### src/rtl/ssd_pkg.sv
// ---------------------------------------------------------------------------
// ssd_pkg
// Shared types and constants for the seven-segment display conversion path.
//   conv_state_t : converter sequencing states (IDLE, SHIFT, DONE)
//   chan_t       : display channel identifier (CH_X, CH_Y)
//   SIGN_NEG/POS : sign nibble shown in the top digit of a display word
//   BCD_W/BIN_W  : converter result / input magnitude widths
//   DIV_END_DEF  : default refresh divider terminal count
//   add3_digits  : double-dabble correction step (+3 on every digit >= 5)
// ---------------------------------------------------------------------------
package ssd_pkg;

    typedef enum logic [1:0] {
        IDLE  = 2'd0,
        SHIFT = 2'd1,
        DONE  = 2'd2
    } conv_state_t;

    typedef enum logic {
        CH_X = 1'b0,
        CH_Y = 1'b1
    } chan_t;

    localparam logic [3:0]  SIGN_NEG    = 4'hF;
    localparam logic [3:0]  SIGN_POS    = 4'h0;
    localparam int          BCD_W       = 12;
    localparam int          BIN_W       = 9;
    localparam logic [15:0] DIV_END_DEF = 16'hC350;

    function automatic logic [BCD_W-1:0] add3_digits(input logic [BCD_W-1:0] bcd);
        logic [BCD_W-1:0] res;
        res = bcd;
        for (int d = 0; d < BCD_W / 4; d++) begin
            if (bcd[d*4 +: 4] >= 4'd5) begin
                res[d*4 +: 4] = bcd[d*4 +: 4] + 4'd3;
            end
        end
        return res;
    endfunction

endpackage

### src/rtl/bin2bcd_seq.sv
// ---------------------------------------------------------------------------
// bin2bcd_seq
// Sequential double-dabble binary-to-BCD converter, one iteration per cycle.
//   CLK     in  : system clock
//   RST     in  : synchronous active-low reset
//   load    in  : start a conversion of bin_in (clears BCD and iteration count)
//   bin_in  in  : magnitude to convert, 0..511
//   done    out : high during the cycle that performs the final (9th) iteration;
//                 bcd_out holds the result from the following cycle on
//   bcd_out out : three BCD digits of the converted magnitude
// ---------------------------------------------------------------------------
module bin2bcd_seq
    import ssd_pkg::*;
(
    input  logic             CLK,
    input  logic             RST,
    input  logic             load,
    input  logic [BIN_W-1:0] bin_in,
    output logic             done,
    output logic [BCD_W-1:0] bcd_out
);

    localparam logic [3:0] LAST_ITER = 4'(BIN_W - 1);

    logic [BIN_W-1:0]       bin_q;
    logic [BCD_W-1:0]       bcd_q;
    logic [3:0]             iter_q;
    logic                   run_q;
    logic [BCD_W+BIN_W-1:0] shifted;

    // Correct the digits first, then shift the whole {bcd, bin} pair left.
    // The top BCD bit falls off, which is harmless for magnitudes <= 511.
    assign shifted = {add3_digits(bcd_q), bin_q} << 1;
    assign done    = run_q && (iter_q == LAST_ITER);
    assign bcd_out = bcd_q;

    always_ff @(posedge CLK) begin
        if (!RST) begin
            bin_q  <= '0;
            bcd_q  <= '0;
            iter_q <= '0;
            run_q  <= 1'b0;
        end else if (load) begin
            bin_q  <= bin_in;
            bcd_q  <= '0;
            iter_q <= '0;
            run_q  <= 1'b1;
        end else if (run_q) begin
            bcd_q  <= shifted[BCD_W+BIN_W-1:BIN_W];
            bin_q  <= shifted[BIN_W-1:0];
            iter_q <= iter_q + 4'd1;
            if (done) begin
                run_q <= 1'b0;
            end
        end
    end

endmodule

### src/rtl/bcd_conv_arb.sv
// ---------------------------------------------------------------------------
// bcd_conv_arb
// Shares one sequential binary-to-BCD converter between the x and y display
// channels. Each refresh tick snapshots both sign-magnitude samples and marks
// both channels pending; a round-robin arbiter feeds them through the
// converter one at a time and publishes a 16-bit display word per channel.
//   DIV_END   param : refresh divider terminal count (tick every DIV_END+1 cycles)
//   CLK       in    : system clock
//   RST       in    : synchronous active-low reset
//   x_DIN     in    : x sample, [9] sign (1 = negative), [8:0] magnitude
//   y_DIN     in    : y sample, same format
//   x_bcdData out   : {sign nibble (F = negative), three BCD digits}
//   y_bcdData out   : same format for y
//   x_upd     out   : one-cycle pulse when x_bcdData first shows a new value
//   y_upd     out   : one-cycle pulse when y_bcdData first shows a new value
//   busy      out   : converter in SHIFT or DONE
//
// state | meaning
// ------+-----------------------------------------------------------------
// IDLE  | waiting; grants a pending channel and loads the converter
// SHIFT | converter running its nine add-3/shift iterations
// DONE  | result ready; write the granted channel's word and pulse its upd
// ---------------------------------------------------------------------------
module bcd_conv_arb
    import ssd_pkg::*;
#(
    parameter logic [15:0] DIV_END = DIV_END_DEF
)
(
    input  logic        CLK,
    input  logic        RST,
    input  logic [9:0]  x_DIN,
    input  logic [9:0]  y_DIN,
    output logic [15:0] x_bcdData,
    output logic [15:0] y_bcdData,
    output logic        x_upd,
    output logic        y_upd,
    output logic        busy
);

    conv_state_t      state_q, state_d;
    logic [15:0]      div_q;
    logic             tick;
    logic [9:0]       x_snap, y_snap;
    logic             x_pend, y_pend;
    chan_t            last_q;
    chan_t            gnt_q;
    chan_t            gnt_sel;
    logic             sign_q;
    logic             load;
    logic [BIN_W-1:0] load_bin;
    logic             conv_done;
    logic [BCD_W-1:0] conv_bcd;

    // Refresh divider
    assign tick = (div_q == DIV_END);

    always_ff @(posedge CLK) begin
        if (!RST) begin
            div_q <= '0;
        end else if (tick) begin
            div_q <= '0;
        end else begin
            div_q <= div_q + 16'd1;
        end
    end

    // Next-state, grant and converter load
    always_comb begin
        state_d = state_q;
        load    = 1'b0;
        gnt_sel = CH_X;
        case (state_q)
            IDLE: begin
                if (x_pend || y_pend) begin
                    load    = 1'b1;
                    state_d = SHIFT;
                    if (x_pend && y_pend) begin
                        gnt_sel = (last_q == CH_Y) ? CH_X : CH_Y;
                    end else begin
                        gnt_sel = x_pend ? CH_X : CH_Y;
                    end
                end
            end
            SHIFT: begin
                if (conv_done) begin
                    state_d = DONE;
                end
            end
            DONE: begin
                state_d = IDLE;
            end
            default: begin
                state_d = IDLE;
            end
        endcase
    end

    // The grant loads the snapshot currently held; a coincident tick only
    // replaces the snapshot for the next conversion.
    assign load_bin = (gnt_sel == CH_X) ? x_snap[BIN_W-1:0] : y_snap[BIN_W-1:0];
    assign busy     = (state_q == SHIFT) || (state_q == DONE);

    always_ff @(posedge CLK) begin
        if (!RST) begin
            state_q <= IDLE;
        end else begin
            state_q <= state_d;
        end
    end

    // Snapshots, pends and round-robin bookkeeping. The tick set wins over
    // the grant clear.
    always_ff @(posedge CLK) begin
        if (!RST) begin
            x_snap <= '0;
            y_snap <= '0;
            x_pend <= 1'b0;
            y_pend <= 1'b0;
            last_q <= CH_Y;
            gnt_q  <= CH_X;
            sign_q <= 1'b0;
        end else begin
            if (tick) begin
                x_snap <= x_DIN;
                y_snap <= y_DIN;
                x_pend <= 1'b1;
                y_pend <= 1'b1;
            end else if (load) begin
                if (gnt_sel == CH_X) begin
                    x_pend <= 1'b0;
                end else begin
                    y_pend <= 1'b0;
                end
            end
            if (load) begin
                last_q <= gnt_sel;
                gnt_q  <= gnt_sel;
                // Sign is captured with the magnitude so a later tick cannot
                // pair a new sign with an in-flight magnitude.
                sign_q <= (gnt_sel == CH_X) ? x_snap[9] : y_snap[9];
            end
        end
    end

    // Output registers
    always_ff @(posedge CLK) begin
        if (!RST) begin
            x_bcdData <= '0;
            y_bcdData <= '0;
            x_upd     <= 1'b0;
            y_upd     <= 1'b0;
        end else begin
            x_upd <= 1'b0;
            y_upd <= 1'b0;
            if (state_q == DONE) begin
                if (gnt_q == CH_X) begin
                    x_bcdData <= {sign_q ? SIGN_NEG : SIGN_POS, conv_bcd};
                    x_upd     <= 1'b1;
                end else begin
                    y_bcdData <= {sign_q ? SIGN_NEG : SIGN_POS, conv_bcd};
                    y_upd     <= 1'b1;
                end
            end
        end
    end

    bin2bcd_seq u_conv (
        .CLK     (CLK),
        .RST     (RST),
        .load    (load),
        .bin_in  (load_bin),
        .done    (conv_done),
        .bcd_out (conv_bcd)
    );

endmodule

### config.mk
export PLATFORM = sky130hd
export DESIGN_NAME = bcd_conv_arb
export DESIGN_NICKNAME = d
export VERILOG_FILES = /design/src/rtl/ssd_pkg.sv /design/src/rtl/bin2bcd_seq.sv /design/src/rtl/bcd_conv_arb.sv
export SDC_FILE = /design/constraint.sdc
export NUM_CORES = 1
export LEC_CHECK = 0
export ABC_CLOCK_PERIOD_IN_PS = 2100
export CORE_UTILIZATION = 55
export CTS_BUF_LIST = sky130_fd_sc_hd__clkbuf_8
export CTS_CLUSTER_SIZE = 30
export DETAILED_ROUTE_END_ITERATION = 10
export PLACE_DENSITY = 0.8
export SLEW_MARGIN = 20
export SYNTH_ARGS = -nofsm -noshare
export SYNTH_HDL_FRONTEND = slang
export SYNTH_SLANG_ARGS = --single-unit
### constraint.sdc
create_clock -name CLK -period 2.1 [get_ports CLK]
set_input_delay 0.42 -clock CLK [delete_from_list [all_inputs] [get_ports CLK]]
set_output_delay 0.42 -clock CLK [all_outputs]
set_load 0.005 [all_outputs]
==> results.md, run 1 <==
Worst hold path:
- For hold timing, the worst endpoint is x_bcdData[6]$_SDFFE_PN0P_.
- The tightest min-delay check is of the flip-flop to flip-flop type.
- In this run the most critical hold path is launched from x_bcdData[6]$_SDFFE_PN0P_.
- Along the worst hold path, the cell count comes to 2.

Critical path:
- The family with the most delay on the worst path is buffers and inverters.
- Counting cells, the worst reg-to-reg path comes to 5.
- Along the worst path, the maximum fanout reaches 4.
- The critical register-to-register path startpoint is state_q[0]$_SDFFE_PN0P_.
- The largest stage delay on the critical path is 0.49 ns.
- The slowest stage cell on the critical path is clkdlybuf4s50_1.
- STA puts the critical path data required time at about 1.7 ns.
- The category of the worst setup path launch point is a flip-flop.
- The arrival time reported for the critical path endpoint is 1.55 ns.
- The endpoint class of the critical path is an output port.
- Walking the worst path, the cells encountered are inv_1 > ha_1 > clkdlybuf4s50_1.
- The minimum setup slack among reg-to-reg paths is between 0.2 and 0.3 ns.
- The capture point of the worst reg-to-reg path is u_conv.bcd_out[6]$_SDFFE_PP0P_.
- Counting both buffers and inverters, the worst setup path holds a total of 2.
- The critical path is of the flip-flop to output port type.

STA:
- The fraction of the cycle the final worst path needs is 0.9389.
- The sum of negative setup slack is 0 ns.
- The number of hold-slack violations in the final timing report is 0.
- The final setup violation count is 0.
- Hold is met by about 0.46 ns.
- The achievable clock frequency is between 0.5 and 0.6 GHz.
- At the pin with the least slew margin, the transition time is ~0.60 ns.
- The worst-case headroom to the max-slew limit is 0.6013.
- Across the routed clock network, the largest skew measured is approximately 0.011 ns.
- The worst setup slack after layout is between 0.1 and 0.15 ns.
- The routed design could run at a clock period as short as slightly below 2 ns.
- Setup repair after global routing left no endpoint under its margin.
- The final number of max-transition violations came to 0.

Detailed routing:
- The per-cell routed wire length is 13.33 um.
- The via-per-instance ratio is ~5.4.
- The detailed router finished its first iteration with 150 violations.
- For this run, design rule violations remaining after detail routing come to 0.
- The total number of vias is between 3k and 4k.
- The count of TritonRoute iterations in the first routing pass is 4.
- The final layout contains routed wiring with a total length of roughly 8.0 mm.
- The remaining number of nets flagged by the antenna check after routing is 0.

Die:
- The top-level port count is 57.
- The die covers ~7700 sq um.
- The core region is 6982 sq um.
- The die is about 88 um wide.
- The initial utilization of the core area, before any placement, comes to 0.5828.
- Measured along the y axis, the die boundary spans around 88 um.
- The floorplan row count is 30.

Clock network:
- The clock network latency to the later pin of the worst-skew pair is around 0.35 ns.
- The clock transition at the register clock pins on the worst setup and hold paths after CTS is about 0.09 ns.
- The clock net sink count is 97.
- The clock tree synthesis step divided the H-tree into 3 levels.
- The number of cells upsized or downsized after cts is 0.
- The post-CTS setup repair buffer count is 0.
- The maximum root-to-sink buffer count is 2.
- The root buffer selected by CTS is clkbuf_8.
- Buffers inserted during clock tree synthesis total 9.
- The cts-stage hold buffer count is 0.
- The CTS tree is done.

Global route:
- The met1 routing resource usage after global routing is 0.3001.
- The maximum number of pins on one net before global-route repair is 26.
- met2 is the most crowded layer.
- The first global-routing pass estimated around 14 mm of wire.
- The total routing resource utilization after global routing is 0.2244.
- The initial antenna violation count is 0.
- After global routing the overflow that remains totals 0.
- The via count of the first global-routing pass is between 2k and 3k.
- For this run, global-route usage on met3 was measured as 0.03299.
- The met2 track demand over resource in global routing is 0.3686.

Cells and area:
- The number of antenna diodes in the final layout is 0.
- In the final design database the tool counted between 500 and 600 nets.
- Of the cells placed in the final design, the portion with a size suffix greater than 1 is 0.07784.
- Once layout is complete, the utilization of the core stands at 0.6987.
- The filler cells instantiated in the layout total between 500 and 600.
- The area growth from synthesis to layout is 19.90%.

Placed design:
- Timing analysis after detailed placement gives a worst setup slack of around 0.13 ns.
- The global placer's final weighted congestion is 0.8283.
- Detailed placement finished with a half-perimeter wire length of 5.575 mm.
- The total of buffers placed on input and output ports is 56.

Synthesis:
- The area of the mapped netlist is about 4100 sq um.
- The sequential cell area fraction in the yosys report is 0.4772.
- In this run, synthesis produced a sequential element count of between 90 and 100.
- The average cell area after synthesis is 9.062 sq um.
- Yosys printed 0 warnings.
- The synthesized instance count is around 450.
- The distinct cell type count of the synthesized netlist is 38.
- The number of nets in the synthesized netlist is 485.

Power:
- The total power consumption of the routed design is 3.236 mW.
- Dividing total power by cell area gives a power density of about 660 nW/um^2.
- The peak supply drop is roughly 0.42 mV.
- For this design the static power due to leakage is between 1.5 and 2 nW.

Job:
- The tool flagged a number of max-cap violations equal to 0.

Run status:
- The run finished with clean final reports.
## sequential cells by signal (all words and copies together) (netlist names), 4 cells and up
register and flops:
div_q 16, x_bcdData 13, y_bcdData 13, u_conv.bcd_out 12, x_snap 10, y_snap 10
u_conv.bin_q 9, u_conv.iter_q 4
## cells by family after synthesis
group           count (synthesis)  synth area share
compound gates                 91            0.1507
xor+xnor                       18           0.03875
mux                            20           0.05228
flops                          97            0.4772
simple gates                  164            0.1857
fa+ha+maj                      14           0.04305
buf+inv                        45           0.05227
## synth_stat cells
master,instances,area [sq um]
mux2_2,10,112.6
nand4_1,8,50.05
buf_4,6,45.04
and4bb_1,1,12.51
nor3b_1,4,30.03
a211oi_1,4,30.03
nand3b_1,3,22.52
clkbuf_1,15,56.30
nor2b_1,1,6.260
nor3_1,4,20.02
buf_6,2,22.52
and4_1,1,8.760
or3b_2,1,8.760
ha_1,14,175.2
xnor2_1,11,96.34
nand2b_1,9,56.30
nand3_1,14,70.07
a31oi_1,3,18.77
dfxtp_1,97,1942
buf_2,5,25.02
o21ai_1,1,5.000
and3_1,2,12.51
nor2_1,28,105.1
a31o_2,2,17.52
nand4b_1,1,8.760
and2_1,3,18.77
mux2i_1,10,100.1
buf_1,1,3.750
nor4_1,4,25.02
xor2_1,7,61.31
o31ai_1,1,7.510
nand2_1,80,300.3
a22o_1,20,175.2
o22ai_1,3,18.77
a21oi_1,37,185.2
o211a_1,11,110.1
inv_1,16,60.06
o21ai_0,9,45.04
## tightest hold or removal path, stage by stage, from the launching register on
cell	delay, ns
dfxtp_1	0.32
nand2_1	0.05
a21oi_1	0.05
## worst max path at each step
stage	cells after the start	to	slack (ns)	startpoint
2_1_floorplan	6	sign_q$_SDFFE_PN0P_	0.45	state_q[0]$_SDFFE_PN0P_
3_3_place_gp	3	y_snap[9]$_SDFFE_PN0P_	0.22	RST
5_1_grt	3	busy	0.05	state_q[1]$_SDFFE_PN0P_
4_1_cts	3	busy	0.11	state_q[0]$_SDFFE_PN0P_
3_5_place_dp	6	x_snap[2]$_SDFFE_PN0P_	0.13	div_q[0]$_SDFF_PP0_
6_report	3	busy	0.13	state_q[1]$_SDFFE_PN0P_
## through the flow
| step | instances | instance area, sq um |
|---|---|---|
| 4_1_cts | 597 | 4877 |
| 3_3_place_gp | 581 | 4664 |
| 2_1_floorplan | 449 | 4069 |
| 3_5_place_dp | 581 | 4664 |
| 6_report | 597 | 4878 |
| 5_1_grt | 597 | 4878 |
## metal layers
layer | part of all wire | vias to the layer above | wire length, um
met1 | 0.47 | 1519 | 3780
li1 | - | 1640 | -
met5 | 0 | - | 0
met2 | 0.48 | 82 | 3815
met4 | 0.0059 | 0 | 47
met3 | 0.040 | 4 | 317
## placed cells by master (no fill, tap or decap), drive strengths merged, types with 10 or more instances in the layout
cell type	synthesis	final
a21oi	37	37
a22o	20	20
clkbuf	15	11
clkdlybuf4s50	0	56
dfxtp	97	97
ha	14	14
inv	16	18
mux2	10	10
mux2i	10	10
nand2	80	80
nand3	14	14
nor2	28	28
o211a	11	11
o21ai	10	10
xnor2	11	11
## where the power goes
| part | leakage, nW | internal, mW | switching, mW |
|---|---|---|---|
| Clock | 0.110 | 0.625 | 0.638 |
| Combinational | 0.942 | 0.0604 | 0.0588 |
| Sequential | 0.782 | 1.85 | 0.00829 |
## area by class of cell
class	instances	area (sq um)	share of cell area
clock buffer	11	151.4	0.03103
tap	96	120.1	0.02462
timing repair buffer	65	628.1	0.1288
inverter	16	60.06	0.01231
clock inverter	5	61.31	0.01257
multi-input combinational	307	1916	0.3927
sequential	97	1942	0.3981
No activity file was read; power rests on OpenSTA's default activity.
==> run 2, diff against run 1 <==
--- a/config.mk
+++ b/config.mk
@@ -6,6 +6,7 @@
 export NUM_CORES = 1
 export LEC_CHECK = 0
 export ABC_CLOCK_PERIOD_IN_PS = 2100
+export CAP_MARGIN = 20
 export CORE_UTILIZATION = 55
 export CTS_BUF_LIST = sky130_fd_sc_hd__clkbuf_8
 export CTS_CLUSTER_SIZE = 30
==> results of run 2 <==
The final DEF is identical to that of run 1; final timing and power are the same.
==> run 3, diff against run 2 <==
--- a/config.mk
+++ b/config.mk
@@ -7,11 +7,13 @@
 export LEC_CHECK = 0
 export ABC_CLOCK_PERIOD_IN_PS = 2100
 export CAP_MARGIN = 20
+export CORE_ASPECT_RATIO = 1.25
 export CORE_UTILIZATION = 55
 export CTS_BUF_LIST = sky130_fd_sc_hd__clkbuf_8
 export CTS_CLUSTER_SIZE = 30
 export DETAILED_ROUTE_END_ITERATION = 10
 export PLACE_DENSITY = 0.8
+export REMOVE_ABC_BUFFERS = 1
 export SLEW_MARGIN = 20
 export SYNTH_ARGS = -nofsm -noshare
 export SYNTH_HDL_FRONTEND = slang
==> run 3 against run 2 <==
Sequential cell count is the same; critical path depth unchanged; clock skew decreased by 0.0040 ns; first-iteration DRC count shrank 17%; register-to-register slack about the same; global-route usage down 0.75 points; critical endpoint unchanged; highest routed layer unchanged.
==> results.md, run 3 (synthesis results as in run 1) <==
Critical path:
- The critical path in this run is classified as flip-flop to output port.
- For the worst setup path, the data required time is roughly 1.7 ns.
- The startpoint of the most critical setup path is state_q[0]$_SDFFE_PN0P_.
- The category of the worst setup path launch point is a flip-flop.
- Along the worst path, the maximum fanout reaches 4.
- STA classifies the critical path endpoint as an output port.
- In this run the critical register-to-register path is launched from state_q[0]$_SDFFE_PN0P_.
- The endpoint identified for the worst register-to-register timing path is u_conv.bin_q[7]$_SDFFE_PN0P_.
- The arrival time reported for the critical path endpoint is 1.60 ns.
- For flop-to-flop paths, the worst setup slack is roughly 0.26 ns.
- Measured in cells, the most critical reg-to-reg path has a length of 6.

Cells and area:
- The top cell types in the final layout, fill and taps aside, are dfxtp_1 (97), nand2_1 (80), clkdlybuf4s50_1 (56).
- At the end of the flow, the number of nets in the layout was 532.
- The layout-stage area growth over the synthesis result is 20.73%.
- In the final layout, the share of cells above drive strength 1 is 0.07600.
- The register with the most flip-flops in the layout has 16 of them.
- The library cell used most frequently in the layout, excluding fill and tap cells, is dfxtp_1.
- 0 antenna diodes ended up in the layout.
- Counting the fill cells in the layout gives 570.
- The largest registers in the layout are div_q: 16 flops, x_bcdData: 13 flops, y_bcdData: 13 flops.
- The register with the most flip-flops is div_q.

Worst hold path:
- The class of the worst hold path is flip-flop to flip-flop.
- The number of cells on the worst hold path is 2.
- The end point of the worst hold path is y_bcdData[5]$_SDFFE_PN0P_.
- The worst min-delay path startpoint is y_bcdData[5]$_SDFFE_PN0P_.

STA:
- The final number of max-transition violations is 0.
- The post-route clock skew is around 0.007 ns.
- Setup repair after global routing left no endpoint under its margin.
- The worst-case headroom to the max-slew limit is 0.3792.
- Setup violations remaining at the end of the flow were counted as 0.
- The worst path in the final design needs a cycle of a little over 2 ns, including I/O delays and setup.
- For the pin with the worst max-slew slack, the measured transition is around 0.93 ns.
- The fraction of the cycle the final worst path needs is 0.9631.
- The achievable clock frequency is around 0.49 GHz.
- The number of hold-slack violations in the final timing report was 0.
- The sum of negative setup slack is 0 ns.
- On the final layout, the worst hold slack is about 0.46 ns.

Detailed routing:
- After detailed routing, the total wire length is approximately 7.7 mm.
- Detailed routing inserted a total of 3,209 vias.
- The first routing iteration left roughly 130 violations.
- The via-per-instance ratio is 5.439.
- After detailed routing, the number of remaining DRC violations is 0.
- The count of TritonRoute iterations in the first routing pass is 6.
- Dividing the detail-routed wire length by the instance count gives 12.97 um.
- The remaining number of nets flagged by the antenna check after routing is 0.

Job:
- The total of max-cap violations is 0.

Global route:
- The initial antenna violation count came to 0.
- The first global-routing pass estimated between 10 and 15 mm of wire.
- The total routing resource utilization after global routing is 0.2169.
- After global routing the overflow that remains totals 0.
- Entering global routing, the biggest net connects 23 pins.
- The via count of the first global-routing pass is about 3k.

Power:
- The worst-case IR drop observed on VDD is roughly 0.45 mV.
- In this run the static leakage power is approximately 1.8 nW.
- The power density over the cells is between 600 and 700 nW/um^2.

Die:
- The top-level port count is between 50 and 60.
- The width of the die is around 80 um.
- The vertical die dimension is about 98 um.
- The die covers between 7000 and 8000 sq um.
- Row generation in the floorplan step produced 34 rows.
- For this configuration, the core starts out at a cell density of 0.5762.
- The core region is roughly 7000 sq um.

Clock network:
- The maximum root-to-sink buffer count is 2.
- The number of buffers added by the clock tree synthesis step is 9.
- Clock tree synthesis selected as its root buffer the cell clkbuf_8.
- TritonCTS built the clock tree.
- The clock network latency to the later pin of the worst-skew pair is around 0.36 ns.
- The clock transition at the register clock pins on the worst setup and hold paths after CTS is 0.09 ns.
- Counting every sink on the clock net gives a little under 100.
- The H-tree was split into 3 levels.

Placed design:
- The total of buffers placed on input and output ports is between 50 and 60.
- The placed wire-length estimate is 5.244 mm.
- The global placer's final weighted congestion is between 0.8 and 0.9.

Run status:
- The flow ran to the end, and the final reports show no timing, DRC or antenna violations.
==> run 3: cell types whose count changed in the layout (fill, tap and decap cells not counted), sizes merged <==
| cell | delta |
|---|---|
| bufinv | +2 |
| inv | -2 |
| clkbuf | -1 |
==> run 3: layout make-up <==
type / instances / area (sq um) / area share
Multi-Input combinational cell: 307 / 1916 / 0.3900
Clock inverter: 5 / 103.9 / 0.02114
Clock buffer: 10 / 137.6 / 0.02802
Tap cell: 90 / 112.6 / 0.02292
Inverter: 16 / 60.06 / 0.01223
Timing Repair Buffer: 65 / 640.6 / 0.1304
Sequential cell: 97 / 1942 / 0.3953
==> run 3: timing repair <==
action	in CTS	in global routing
buffers inserted	0	0
endpoints found under the setup margin	0	18
resized for setup	0	1
hold buffers	0	0
==> run 3: where the power goes <==
group          leakage [nW]  switching, mW  internal (mW)  total (mW)
sequential            0.782        0.00839           1.85        1.85
combinational         0.944         0.0589         0.0619       0.121
clock                 0.122          0.627          0.817        1.44
total                  1.85          0.694           2.72        3.42
==> run 3: stage by stage <==
step,util,cells,setup WS (ns),cell area [sq um],power [mW]
2_1_floorplan,-,420,0.09636,3916,1.943
3_3_place_gp,0.6612,575,0.2759,4669,2.014
3_5_place_dp,0.6612,575,0.1841,4669,2.017
4_1_cts,0.6954,590,0.05671,4911,3.442
5_1_grt,0.6956,590,0.01109,4912,3.537
6_report,0.6956,590,0.07745,4912,3.419
==> run 3: how the worst max path moves through the flow <==
stage / slack [ns] / endpoint
after floorplan: 0.1 / u_conv.bcd_out[2]$_SDFFE_PP0P_
after global placement: 0.28 / y_snap[8]$_SDFFE_PN0P_
after detailed placement: 0.18 / x_snap[3]$_SDFFE_PN0P_
after CTS: 0.06 / busy
after global routing: 0.01 / u_conv.bcd_out[8]$_SDFFE_PP0P_
final: 0.08 / busy
==> run 3: critical path, stage by stage, from the launching register on <==
cell	delay [ns]
dfxtp_1	0.35
inv_1	0.09
ha_1	0.30
clkdlybuf4s50_1	0.50
==> run 3: routing by layer <==
metal,part of all wire,global-route usage,wire length (um)
met1,0.44,0.2526,3392
met2,0.51,0.3846,3879
met3,0.035,0.04206,271
met4,0.014,0.08811,110
met5,0,0,0
